### src/rtl/tatsujin_pkg.sv
// ---------------------------------------------------------------------------
// tatsujin_pkg
// Shared types and defaults for the note-lane playback path.
//   seq_state_t    : song_sequencer FSM states
//   tempo_sel_t    : tempo switch encodings (beat period = BASE_DIV >> sel)
//   DEFAULT_*      : default song length, beat index width and base divider
//   period_minus1  : reload value for the beat divider at a given tempo
// ---------------------------------------------------------------------------
package tatsujin_pkg;

    typedef enum logic [2:0] {
        ST_IDLE   = 3'd0,
        ST_LOAD   = 3'd1,
        ST_PLAY   = 3'd2,
        ST_PAUSED = 3'd3,
        ST_DONE   = 3'd4
    } seq_state_t;

    typedef enum logic [1:0] {
        TEMPO_X1 = 2'd0,
        TEMPO_X2 = 2'd1,
        TEMPO_X4 = 2'd2,
        TEMPO_X8 = 2'd3
    } tempo_sel_t;

    localparam int unsigned DEFAULT_BASE_DIV = 25_000_000;
    localparam int unsigned DEFAULT_SONG_LEN = 100;
    localparam int unsigned DEFAULT_BEAT_W   = 7;

    function automatic int unsigned period_minus1(input int unsigned base_div,
                                                  input logic [1:0]  sel);
        return (base_div >> sel) - 1;
    endfunction

endpackage

### src/rtl/beat_divider.sv
// ---------------------------------------------------------------------------
// beat_divider
// Loadable down-counter that paces the beats of a song.
//   clk, reset : system clock, async active-high reset (count -> 0)
//   load       : load load_val this cycle (wins over freeze)
//   load_val   : reload value (beat period minus one)
//   freeze     : hold the count
//   zero, one  : decodes of the current count
// ---------------------------------------------------------------------------
module beat_divider #(
    parameter int unsigned W = 25
) (
    input  logic         clk,
    input  logic         reset,
    input  logic         load,
    input  logic [W-1:0] load_val,
    input  logic         freeze,
    output logic         zero,
    output logic         one
);

    logic [W-1:0] cnt;

    // Terminal count is normally serviced by a reload; the guard only stops a
    // wrap if the counter is ever left running at zero.
    always_ff @(posedge clk or posedge reset) begin
        if (reset) begin
            cnt <= '0;
        end else if (load) begin
            cnt <= load_val;
        end else if (!freeze && (cnt != '0)) begin
            cnt <= cnt - W'(1);
        end
    end

    assign zero = (cnt == '0);
    assign one  = (cnt == W'(1));

endmodule

### src/rtl/song_sequencer.sv
// ---------------------------------------------------------------------------
// song_sequencer
// Playback controller for the three note lanes: reloads the lanes on start,
// then issues one lane shift per beat at the switch-selected tempo, with a
// scoring-window strobe one cycle ahead and a redraw request after each shift.
//   clk, reset    : system clock, async active-high reset
//   start         : level; starts (or replays) a song from IDLE/DONE
//   pause         : level; freezes playback while high
//   tempo_sel     : beat period = BASE_DIV >> tempo_sel, latched at load
//   redraw_ack    : renderer accepts the pending redraw
//   load_song     : pulse, lanes reload the song image
//   shift_en      : pulse, lanes shift by one note
//   judge_strobe  : pulse one cycle before shift_en, closes the hit window
//   redraw_req    : held until acknowledged
//   beat_idx      : beats elapsed since load
//   playing, done : PLAY/PAUSED and DONE indicators
//   overrun       : sticky, a redraw was still pending when a new one came due
//
// state  | meaning
// IDLE   | waiting for start after reset
// LOAD   | one cycle: reload lanes, latch tempo, arm divider
// PLAY   | divider running, one shift per beat
// PAUSED | divider and beat count frozen
// DONE   | song finished, waiting for start to replay
// ---------------------------------------------------------------------------
module song_sequencer
    import tatsujin_pkg::*;
#(
    parameter int unsigned SONG_LEN = DEFAULT_SONG_LEN,
    parameter int unsigned BEAT_W   = DEFAULT_BEAT_W,
    parameter int unsigned BASE_DIV = DEFAULT_BASE_DIV
) (
    input  logic              clk,
    input  logic              reset,
    input  logic              start,
    input  logic              pause,
    input  logic [1:0]        tempo_sel,
    input  logic              redraw_ack,
    output logic              load_song,
    output logic              shift_en,
    output logic              judge_strobe,
    output logic              redraw_req,
    output logic [BEAT_W-1:0] beat_idx,
    output logic              playing,
    output logic              done,
    output logic              overrun
);

    localparam int unsigned       DIV_W     = $clog2(BASE_DIV + 1);
    localparam logic [BEAT_W-1:0] LAST_BEAT = BEAT_W'(SONG_LEN);
    localparam logic [BEAT_W-1:0] BEAT_ONE  = BEAT_W'(1);

    seq_state_t        state;
    seq_state_t        state_next;
    logic [DIV_W-1:0]  period_m1;
    logic [DIV_W-1:0]  div_load_val;
    logic              div_load;
    logic              div_freeze;
    logic              div_zero;
    logic              div_one;
    logic [BEAT_W-1:0] beat_next;
    logic              last_beat;

    assign beat_next = beat_idx + BEAT_ONE;
    assign last_beat = (beat_next == LAST_BEAT);

    // Divider control. In LOAD the period comes straight from the switches so
    // the first beat already runs at the new tempo.
    always_comb begin
        div_load     = 1'b0;
        div_load_val = period_m1;
        if (state == ST_LOAD) begin
            div_load     = 1'b1;
            div_load_val = DIV_W'(period_minus1(BASE_DIV, tempo_sel));
        end else if ((state == ST_PLAY) && div_zero) begin
            div_load     = 1'b1;
        end
    end

    assign div_freeze = (state != ST_PLAY);

    beat_divider #(
        .W (DIV_W)
    ) u_beat_divider (
        .clk      (clk),
        .reset    (reset),
        .load     (div_load),
        .load_val (div_load_val),
        .freeze   (div_freeze),
        .zero     (div_zero),
        .one      (div_one)
    );

    always_ff @(posedge clk or posedge reset) begin
        if (reset) begin
            state <= ST_IDLE;
        end else begin
            state <= state_next;
        end
    end

    // A beat that lands while pause is high still shifts; the final beat
    // always goes to DONE regardless of pause.
    always_comb begin
        state_next = state;
        case (state)
            ST_IDLE:   if (start) state_next = ST_LOAD;
            ST_LOAD:   state_next = ST_PLAY;
            ST_PLAY: begin
                if (div_zero && last_beat) begin
                    state_next = ST_DONE;
                end else if (pause) begin
                    state_next = ST_PAUSED;
                end
            end
            ST_PAUSED: if (!pause) state_next = ST_PLAY;
            ST_DONE:   if (start) state_next = ST_LOAD;
            default:   state_next = ST_IDLE;
        endcase
    end

    always_comb begin
        load_song    = (state == ST_LOAD);
        shift_en     = (state == ST_PLAY) && div_zero;
        judge_strobe = (state == ST_PLAY) && div_one;
        playing      = (state == ST_PLAY) || (state == ST_PAUSED);
        done         = (state == ST_DONE);
    end

    always_ff @(posedge clk or posedge reset) begin
        if (reset) begin
            period_m1 <= DIV_W'(BASE_DIV - 1);
            beat_idx  <= '0;
        end else if (state == ST_LOAD) begin
            period_m1 <= div_load_val;
            beat_idx  <= '0;
        end else if (shift_en) begin
            beat_idx  <= beat_next;
        end
    end

    // Redraw handshake. Shifts are never held off by the renderer: a new
    // event on top of an unserviced request merges into it and flags overrun.
    // A pending request from the previous song is simply absorbed by the load.
    always_ff @(posedge clk or posedge reset) begin
        if (reset) begin
            redraw_req <= 1'b0;
            overrun    <= 1'b0;
        end else begin
            if (load_song || shift_en) begin
                redraw_req <= 1'b1;
            end else if (redraw_ack) begin
                redraw_req <= 1'b0;
            end

            if (state == ST_LOAD) begin
                overrun <= 1'b0;
            end else if (shift_en && redraw_req && !redraw_ack) begin
                overrun <= 1'b1;
            end
        end
    end

endmodule
### config.mk
export PLATFORM = sky130hd
export DESIGN_NAME = song_sequencer
export DESIGN_NICKNAME = d
export VERILOG_FILES = /design/src/rtl/tatsujin_pkg.sv /design/src/rtl/beat_divider.sv /design/src/rtl/song_sequencer.sv
export SDC_FILE = /design/constraint.sdc
export NUM_CORES = 1
export LEC_CHECK = 0
export CAP_MARGIN = 20
export CELL_PAD_IN_SITES_DETAIL_PLACEMENT = 1
export CELL_PAD_IN_SITES_GLOBAL_PLACEMENT = 2
export CORE_ASPECT_RATIO = 0.75
export CORE_MARGIN = 5
export CORE_UTILIZATION = 37
export CTS_CLUSTER_SIZE = 12
export DETAILED_ROUTE_END_ITERATION = 16
export PLACE_DENSITY = 0.85
export SKIP_LAST_GASP = 1
export SYNTH_ARGS = -nofsm -noshare
export SYNTH_HDL_FRONTEND = slang
export SYNTH_SLANG_ARGS = --single-unit
export TNS_END_PERCENT = 30
### constraint.sdc
create_clock -name clk -period 2.8 [get_ports clk]
set_input_delay 0.56 -clock clk [delete_from_list [all_inputs] [get_ports clk]]
set_output_delay 0.56 -clock clk [all_outputs]
set_load 0.01 [all_outputs]
== Yosys cells after proc, flatten, opt, wreduce, memory -nomap -nowiden ==
Index checks and enable logic that the tools add are counted.
Storage, ports and cells
  register bits after elaboration: 62
  logic and storage cells: 55
  input bits: 7
Operators by class
  add/sub/neg operators: 3
  multiplexer cells: 16
  reduce and logical (&&, ||, !) cells: 19
  shift operators: 1
  eq/ne operators: 10
Operators with widths (count)
  25-bit two-way mux: 3
  25-bit by 1-bit subtractor with 25-bit output (second input constant): 2
  25-bit by 1-bit equality test with 1-bit output (second input constant): 1
  25-bit zero test: 1
  25-bit nonzero test: 1
  25-bit by 2-bit right shift with 25-bit output (first input constant): 1
  7-bit two-way mux: 2
  3-bit two-way mux: 4
  3-bit one-hot mux with 4 select lines: 1
  2-bit nonzero test: 4
  7-bit by 1-bit adder with 7-bit output (second input constant): 1
  7-bit equality test (second input constant): 1
  3-bit by 2-bit equality test with 1-bit output (second input constant): 2
  1-bit logical AND: 6
  1-bit two-way mux: 6
  3-bit by 1-bit equality test with 1-bit output (second input constant): 1
  3-bit equality test (second input constant): 1
  3-bit zero test: 1
  3-bit by 2-bit inequality test with 1-bit output (second input constant): 1
  3-bit inequality test (second input constant): 1
  3-bit AND reduction: 1
  1-bit zero test: 2
  1-bit logical OR: 2
  2-bit by 1-bit inequality test with 1-bit output (second input constant): 1
  2 further kinds: 2

== Logic depth before layout (Yosys ltp) ==
Gate-level depths: netlist (run 1).
  word-level depth: 6
  depth in mapped cells: 9
  depth with buffers taken out: 8

== Modules after synthesis ==
Synthesis (run 1) repeated with hierarchy kept, for this count alone.
Second synthesis, totals
  cells, all modules: 372
  area, all modules: 3437.0 um^2
By module, submodules not included
  song_sequencer: area an instance 1742.9 um^2, cells an instance 183, instances 1
  beat_divider: area an instance 1694.1 um^2, cells an instance 189, instances 1

== Least setup slack after synthesis (run 1) ==
Ideal clock, no wire load.
  path type: reg2reg
  start: register u_beat_divider.cnt[0]
  end: register u_beat_divider.cnt[20]
  setup slack: 350 ps
  arrival time: 2323 ps
  required time: 2673 ps
  path buffers: 1
  cell stages (with the launch flop): 10
  cells stage by stage: dfrtp_1 inv_1 ha_1 or4b_1 or4_4 buf_6 or2_4 nor4_4 nor3_1 nand3b_1
On the way
  cells in the longest elaborated chain, start to end: 5
RTL lines
  start: declaration: RTL line beat_divider.sv:22  | logic [W-1:0] cnt;
  start signal: assignment: RTL line beat_divider.sv:30  | cnt <= load_val;
  start signal: assignment: RTL line beat_divider.sv:32  | cnt <= cnt - W'(1);
  branches (longest 5 deep; another with 25-bit by 1-bit subtractor with 25-bit output)
Several ways; the timed one is not identified. The select of a mux whose other input is x is not followed.
A chain may end at the register's enable or synchronous reset.

== Worst setup path in the final report (run 1) ==
  start: register u_beat_divider.cnt[8]
  end: output port shift_en
On the way
  cells in the longest elaborated chain, start to end: 2
RTL lines
  25-bit zero test: RTL line beat_divider.sv:36  | assign zero = (cnt == '0);
  1-bit logical AND: RTL line song_sequencer.sv:124  | shift_en = (state == ST_PLAY) && div_zero;
  end: declaration: RTL line song_sequencer.sv:40  | output logic shift_en,
Every way passes these cells.

==> results of run 1 <==
## routing by layer
layer  GRT usage, %  routed length, µm  vias up
met2           27.3               4170       45
met4           5.16                 90        0
li1               -                  -     1314
met1           26.7               4650     1428
met3           6.01                445        8
met5              0                  0        -
## state kept, by name, summed over array words and instances, names as in the netlist
register,flops
overrun,1
state,3
u_beat_divider.cnt,25
beat_idx,7
redraw_req,1
period_m1,25
## worst min-delay path: cells and delay by family, from the launching register on
kind / cells / cell delay (ns)
flip-flops: 1 / 0.37
AND/OR/NAND/NOR: 2 / 0.09
## final cells by class
cell class                 instances  area [µm²]  share of cell area, %
inverter                          15        56.3                   1.42
tap                              108         135                   3.40
sequential                        62        1570                   39.6
timing repair buffer              49         432                   10.9
multi-input combinational        252        1510                   38.1
clock inverter                     2        10.0                  0.252
clock buffer                      14         254                   6.39
## layout by cell type (no fill, tap or decap), types with 3 or more instances in the layout
| master | synthesis | final |
|---|---|---|
| a22oi_1 | 6 | 6 |
| nor3_1 | 15 | 14 |
| o311ai_0 | 5 | 5 |
| clkdlybuf4s50_1 | 0 | 18 |
| clkbuf_1 | 12 | 4 |
| xor2_1 | 3 | 3 |
| nor4_1 | 6 | 6 |
| a21oi_1 | 16 | 16 |
| nand3_1 | 16 | 16 |
| o21a_1 | 4 | 4 |
| inv_1 | 15 | 14 |
| ha_1 | 6 | 6 |
| buf_4 | 0 | 28 |
| o211ai_1 | 4 | 4 |
| and3_1 | 6 | 6 |
| o21ai_1 | 5 | 5 |
| nand2_1 | 42 | 41 |
| dfstp_2 | 17 | 17 |
| o22ai_1 | 7 | 7 |
| mux2i_1 | 5 | 5 |
| clkbuf_16 | 0 | 9 |
| or3_1 | 5 | 5 |
| or4_4 | 3 | 4 |
| nor2_1 | 37 | 37 |
| xnor2_1 | 4 | 4 |
| a211oi_1 | 3 | 3 |
| nand2b_1 | 8 | 8 |
| o21ai_0 | 15 | 15 |
| dfrtp_1 | 45 | 45 |
## final timing paths
| path | slack (ns) | start | cells past startpoint | endpoint |
|---|---|---|---|---|
| setup reg to reg | 0.10 | u_beat_divider.cnt[0] | 8 | u_beat_divider.cnt[24] |
| setup / recovery | 0.02 | u_beat_divider.cnt[8] | 5 | shift_en |
| min in group asynchronous | 0.61 | reset | 3 | period_m1[23] |
| hold reg to reg | 0.46 | period_m1[24] | 2 | period_m1[24] |
| max in group asynchronous | 1.86 | reset | 3 | period_m1[0] |
| hold / removal | 0.46 | period_m1[24] | 2 | period_m1[24] |
## per-stage QoR
| stage | hold WS [ns] | worst slack, ns |
|---|---|---|
| 2_1_floorplan | 0.434 | 0.350 |
| 3_3_place_gp | 0.449 | 0.0992 |
| 3_5_place_dp | 0.451 | 0.0754 |
| 4_1_cts | 0.461 | -0.204 |
| 5_1_grt | 0.487 | -0.0964 |
| 6_report | 0.459 | 0.0237 |
## cells by family (layout without fill, tap and decap cells)
kind of cell | count (synthesis) | after routing | synth area share (%)
and+or+nand+nor | 157 | 157 | 25.5
muxes | 5 | 5 | 1.56
adders and majority gates | 6 | 6 | 2.34
AOI/OAI and AO/OA | 77 | 77 | 15.4
DFF | 62 | 62 | 49.0
buffers and inverters | 33 | 80 | 4.25
xor gates and xnor gates | 7 | 7 | 1.91
## power groups by stage
stage | sequential [µW] | clock [µW] | combinational [µW]
after floorplan | 1220 | 0 | 359
after global placement | 1250 | 0 | 488
after detailed placement | 1260 | 0 | 513
after CTS | 1250 | 1020 | 518
after global routing | 1280 | 1080 | 581
final | 1250 | 998 | 510
## timing repair
item                                    4_1_cts  5_1_grt
endpoints found under the setup margin        2        3
hold endpoints to repair                      0        0
pin swaps                                     2        1
resized for setup                             3        2
==> metrics.md, run 1 <==
| Metric | Value |
|---|---|
| # DRC | `0` |
| GRT Util Overall | `between 10% and 20%` |
| Clk buf depth | `2` |
| Worst IR drop on VDD | `roughly 560 µV` |
| Syn_nets | `between 300 and 400` |
| Layout cells sized above 1 | `a little under a fifth` |
| Most common cell in the netlist | `dfrtp_1` |
| Final setup viols | `0` |
| Async set-reset flop share out of synthesis | `100%` |
| Overflow after GRT | `0` |
| Clk network pwr share | `between 30 and 40%` |
| H-tree depth | `3` |
| CTS tree | `done` |
| Cells after synthesis | `347` |
| Number of global-route vias before repair | `about 2900` |
| Netlist cell types | `between 50 and 60` |
| Die Footprint | `about 0.011 mm²` |
| Slew HR | `a little under two fifths` |
| Chip width | `118 µm` |
| Post-synth EDFFs | `0` |
| Register bit count reported by yosys | `62` |
| Setup CP Type | `flop to primary output` |
| N_diodes | `0` |
| Slowest cell on the critical path | `or4_4` |
| Clk_lat worst skew | `between 0.3 and 0.4 ns` |
| Fin nets | `roughly 400` |
| Comb pwr share | `between 10% and 20%` |
| Largest net degree at the start of global routing | `63` |
| Syn_area_per_cell | `9.25 µm²` |
| Yosys Warn Count | `0` |
| Placed insts | `a little under 500` |
| WP buf/inv | `2` |
| Cell internal pwr | `1960 µW` |
| Initial antenna violation count | `0` |
| Pwr/cell area | `a little under 700 mW/mm²` |
| Clock sinks | `62` |
| Post-route cell area | `~0.0040 mm²` |
| Floorplan core area | `approximately 0.0085 mm²` |
| CP top delay family | `simple AND/OR/NAND/NOR gates` |
| DPL Wire Length | `about 6.8 mm` |
| Critical Path RT | `2.24 ns` |
| Number of fill cells | `a little under 1000` |
| Worst path max stage delay | `0.57 ns` |
| Final Instance Count excl. Fillers | `between 500 and 600` |
| WL/cell | `approximately 19 µm` |
| Final WL | `roughly 9.4 mm` |
| Status | `finished clean` |
| Post-CTS Setup Bufs | `0` |
| Tmin final | `about 2.8 ns` |
| FP Rows | `29` |
| P_sw | `approximately 800 µW` |
| Post-synth top area cell | `dfrtp_1` |
| Switch share | `slightly below 30%` |
| Sequential Power Share | `a little under half` |
| Leak Pwr | `about 0.0017 µW` |
| Synth top area share | `35.1%` |
| Endpoints failing hold | `0` |
| Io pins | `21` |
| Via count | `2795` |
| RSZ-0062 raised after global routing | `true` |
| RD Place Congestion | `around 0.9` |
| Dpl cell area | `0.00370 mm²` |
| Post-synthesis cell area | `about 0.0032 mm²` |
| Final core utilization | `between 40 and 50%` |
| Worst slew pin tran | `between 0.9 and 1 ns` |
| Max FO, Critical Path | `3` |
| Starting Density | `between 30% and 40%` |
| DR vias/cell | `approximately 5.6` |
| Pre-antenna DRT Iters | `4` |
| Top FF cell, synth | `dfrtp_1` |
| Fin crit share | `about 100%` |
| Maximum operating frequency | `360 MHz` |
| WP data arrival | `2.22 ns` |
| Antenna viol nets, final | `0` |
| Clk_skew | `0.0109 ns` |
| Die Y | `between 90 and 100 µm` |
| Setup TNS | `0 ns` |
| Largest cells by area after synthesis | `dfrtp_1 35%, dfstp_2 14%, nand2_1 4.9%` |
| Startpoint Class | `flop` |
| Crit-path cells | `or4_4, nor4b_4, nand4_1, inv_1, dlygate4sd2_1` |
| Hold Buf Count CTS | `0` |
| Crit end category | `primary output` |
| Drt first-iter violations | `191` |
| Seq/Total Area, Yosys | `49.0%` |
| Clock transition at path regs | `around 0.06 ns` |
| First-pass GRT wire length | `between 15 and 20 mm` |
| Root Driver | `clkbuf_16` |
| Tot Pwr | `about 2800 µW` |
| Tightest Hold Check Type | `flop to flop` |
| Max-cap violations | `0` |
| Top cells by count, synth | `45 x dfrtp_1, 42 x nand2_1, 37 x nor2_1, 17 x dfstp_2` |
| Synthesis-to-finish area growth | `23.7%` |
| Total CTS buffers | `9` |
| Fin. max-slew vios | `0` |
| PortBufs | `20` |
Note: power is estimated with default switching activity, not from simulation.
==> run 2, diff against run 1 <==
CAP_MARGIN = default   (was 20)
==> results of run 2 <==
No change in the layout: final DEF, timing and power equal those of run 1.
==> run 3, diff against run 2 <==
CORE_UTILIZATION = 38   (was 37)
GPL_ROUTABILITY_DRIVEN = 0   (was default)
PLACE_DENSITY = 0.86   (was 0.85)
SYNTH_HIERARCHICAL = 1   (was default)
==> metrics.md, run 3 <==
| Metric | Value |
|---|---|
| Chip width | `120 µm` |
| Endpoints failing hold | `0` |
| Leak Pwr | `about 0.0018 µW` |
| Top FF cell, synth | `dfrtp_1` |
| Total CTS buffers | `9` |
| Syn_area_per_cell | `a little over 9 µm²` |
| Crit end category | `primary output` |
| PortBufs | `20` |
| Critical Path RT | `2.24 ns` |
| Worst hold stages | `2` |
| Clock transition at path regs | `approximately 0.05 ns` |
| Multi-input logic area | `0.00176 mm²` |
| FF-to-FF path depth | `8` |
| Die Footprint | `0.0111 mm²` |
| Cells after synthesis | `about 370` |
| Via count | `approximately 2900` |
| Pre-antenna DRT Iters | `4` |
| Post-route cell area | `~0.0042 mm²` |
| Top Layer Used | `met4` |
| Synth top area share | `about 33%` |
| Routed wl met2 | `approximately 4.2 mm` |
| Status | `finished clean` |
| Final setup viols | `0` |
| RSZ-0062 raised after global routing | `false` |
| Hold Buf Count CTS | `0` |
| Die Y | `around 92 µm` |
| Setup TNS | `0 ns` |
| Clock sinks | `62` |
| Starting Density | `38.5%` |
| Worst IR drop on VDD | `around 420 µV` |
| Max-cap violations | `0` |
| CTS tree | `done` |
| Max FO, Critical Path | `7` |
| Drt first-iter violations | `approximately 170` |
| WL/cell | `between 15 and 20 µm` |
| DPL Wire Length | `approximately 6.7 mm` |
| Antenna viol nets, final | `0` |
| Hold slack | `0.468 ns` |
| Root Driver | `clkbuf_16` |
| Netlist cell types | `50` |
| Cell internal pwr | `2100 µW` |
| Switch share | `between 20% and 30%` |
| Initial antenna violation count | `0` |
| Comb pwr share | `between 10% and 20%` |
| Setup CP Type | `flop to primary output` |
| Post-synth top area cell | `dfrtp_1` |
| P_sw | `slightly below 900 µW` |
| DR WL met3 | `between 300 and 400 µm` |
| Final core utilization | `a little under half` |
| DR vias/cell | `around 5.6` |
| Tot Pwr | `roughly 3000 µW` |
| Slew HR | `between 40% and 50%` |
| # DRC | `0` |
| Register bit count reported by yosys | `between 60 and 70` |
| GRT Util Overall | `between 10% and 20%` |
| Number of global-route vias before repair | `3057` |
| Layout cells sized above 1 | `between 10% and 20%` |
| Register area | `0.00157 mm²` |
| Post-synthesis cell area | `approximately 0.0034 mm²` |
| Startpoint Class | `flop` |
| Io pins | `21` |
| Largest net degree at the start of global routing | `38` |
| R2R setup slack | `0.27 ns` |
| H-tree depth | `3` |
| Yosys Warn Count | `6` |
| Dpl cell area | `0.00384 mm²` |
| First-pass GRT wire length | `16.1 mm` |
| Async set-reset flop share out of synthesis | `between 90% and 100%` |
| Overflow after GRT | `0` |
| Tmin final | `around 2.7 ns` |
| Final WL | `between 9 and 10 mm` |
| Seq/Total Area, Yosys | `between 40% and 50%` |
| Commonest non-fill, non-tap cell in the layout | `nand2_1` |
| Number of fill cells | `between 1000 and 1500` |
| Biggest registers after layout | `period_m1: 25 flops, u_beat_divider/cnt: 25 flops, beat_idx: 7 flops` |
| Fin. max-slew vios | `0` |
| Tightest Hold Check Type | `flop to flop` |
| Fin nets | `roughly 420` |
| Clk_skew | `between 0.006 and 0.007 ns` |
| Sequential Power Share | `between 40 and 50%` |
| Clk network pwr share | `37.5%` |
| Most frequent cells in the layout | `45 x nand2_1, 44 x dfrtp_1, 37 x nor2_1` |
| Synthesis-to-finish area growth | `21.2%` |
| FP Rows | `30` |
| Pwr/cell area | `approximately 700 mW/mm²` |
| Floorplan core area | `around 0.0089 mm²` |
| Maximum operating frequency | `approximately 370 MHz` |
| N_diodes | `0` |
| Worst slew pin tran | `about 0.76 ns` |
| Clk_lat worst skew | `about 0.33 ns` |
| Fin crit share | `between 90% and 100%` |
| Syn_nets | `approximately 390` |
| DRT met1 WL | `~4.7 mm` |
| WP data arrival | `between 2 and 2.5 ns` |
| Post-synth EDFFs | `0` |
| Largest cells by area after synthesis | `dfrtp_1 33%, dfstp_2 13%, nand2_1 4.9%` |
| Top cells by count, synth | `45 x dfrtp_1, 45 x nand2_1, 37 x nor2_1, 25 x o21ai_0, 17 x dfstp_2` |
| Clk buf depth | `2` |
[run 3: cell count changes in the layout (fill, tap and decap cells not counted), moves of 8 or more]
cell,delta
a31oi_1,+10
buf_4,-10
nand2b_1,+8
nor3_1,-9
o21ai_0,+10
or4_1,+8
[run 3: cell families (layout without fill, tap and decap cells)]
| group | after synthesis | after routing | synth area share (%) |
|---|---|---|---|
| AND/OR/NAND/NOR | 170 | 170 | 27.1 |
| AO/OA/AOI/OAI | 81 | 81 | 15.4 |
| XOR/XNOR | 16 | 16 | 4.08 |
| multiplexers | 5 | 5 | 1.60 |
| buffers and inverters | 32 | 68 | 3.89 |
| adder cells (fa/ha/maj) | 6 | 6 | 2.18 |
| flip-flops | 62 | 62 | 45.8 |
[run 3: metrics by stage]
step | worst slack [ns] | instances
after floorplan | 0.0656 | 372
after global placement | 0.168 | 505
after detailed placement | 0.176 | 505
after CTS | -0.00994 | 520
after global routing | 0.0146 | 520
final | 0.120 | 520
[run 3: repair_timing]
| item | in CTS | in global routing |
|---|---|---|
| setup endpoints to repair | 2 | 2 |
| gates resized for setup | 4 | 3 |
| pin swaps | 0 | 2 |
| setup buffers | 0 | 0 |
[run 3: layer usage]
layer	global-route usage, %	vias up
met4	5.62	0
met2	28.1	47
met1	26.3	1472
met5	0	-
li1	-	1380
met3	4.58	10
[run 3: power groups by stage]
stage	Sequential, µW	Clock [µW]	Combinational (µW)
global route	1330	1190	642
global placement	1290	0	541
finish	1300	1120	576
CTS	1290	1150	579
floorplan	1260	0	399
detailed placement	1300	0	563
[run 3: worst paths after layout]
path                                   startpoint                endpoint
min                                  period_m1[7]            period_m1[7]
min in group asynchronous                   reset  u_beat_divider/cnt[12]
max in group asynchronous                   reset           period_m1[12]
min reg2reg                          period_m1[7]            period_m1[7]
max                        u_beat_divider/cnt[22]                shift_en
max reg2reg                 u_beat_divider/cnt[0]  u_beat_divider/cnt[23]
[run 3: final cells by class]
type | count | share of cell area [%]
repair buffers | 38 | 8.08
clock inverters | 3 | 1.08
clock buffers | 12 | 6.16
inverters | 15 | 1.35
flip-flops and latches | 62 | 37.8
multi-input cells | 278 | 42.2
well taps | 112 | 3.36
[run 3: critical path, cell delays in order, from the launching register on]
cell	delay, ns
dfrtp_2	0.44
nor4_4	0.31
and4_4	0.29
and4_1	0.22
nand2_1	0.09
inv_2	0.14
dlygate4sd2_1	0.28
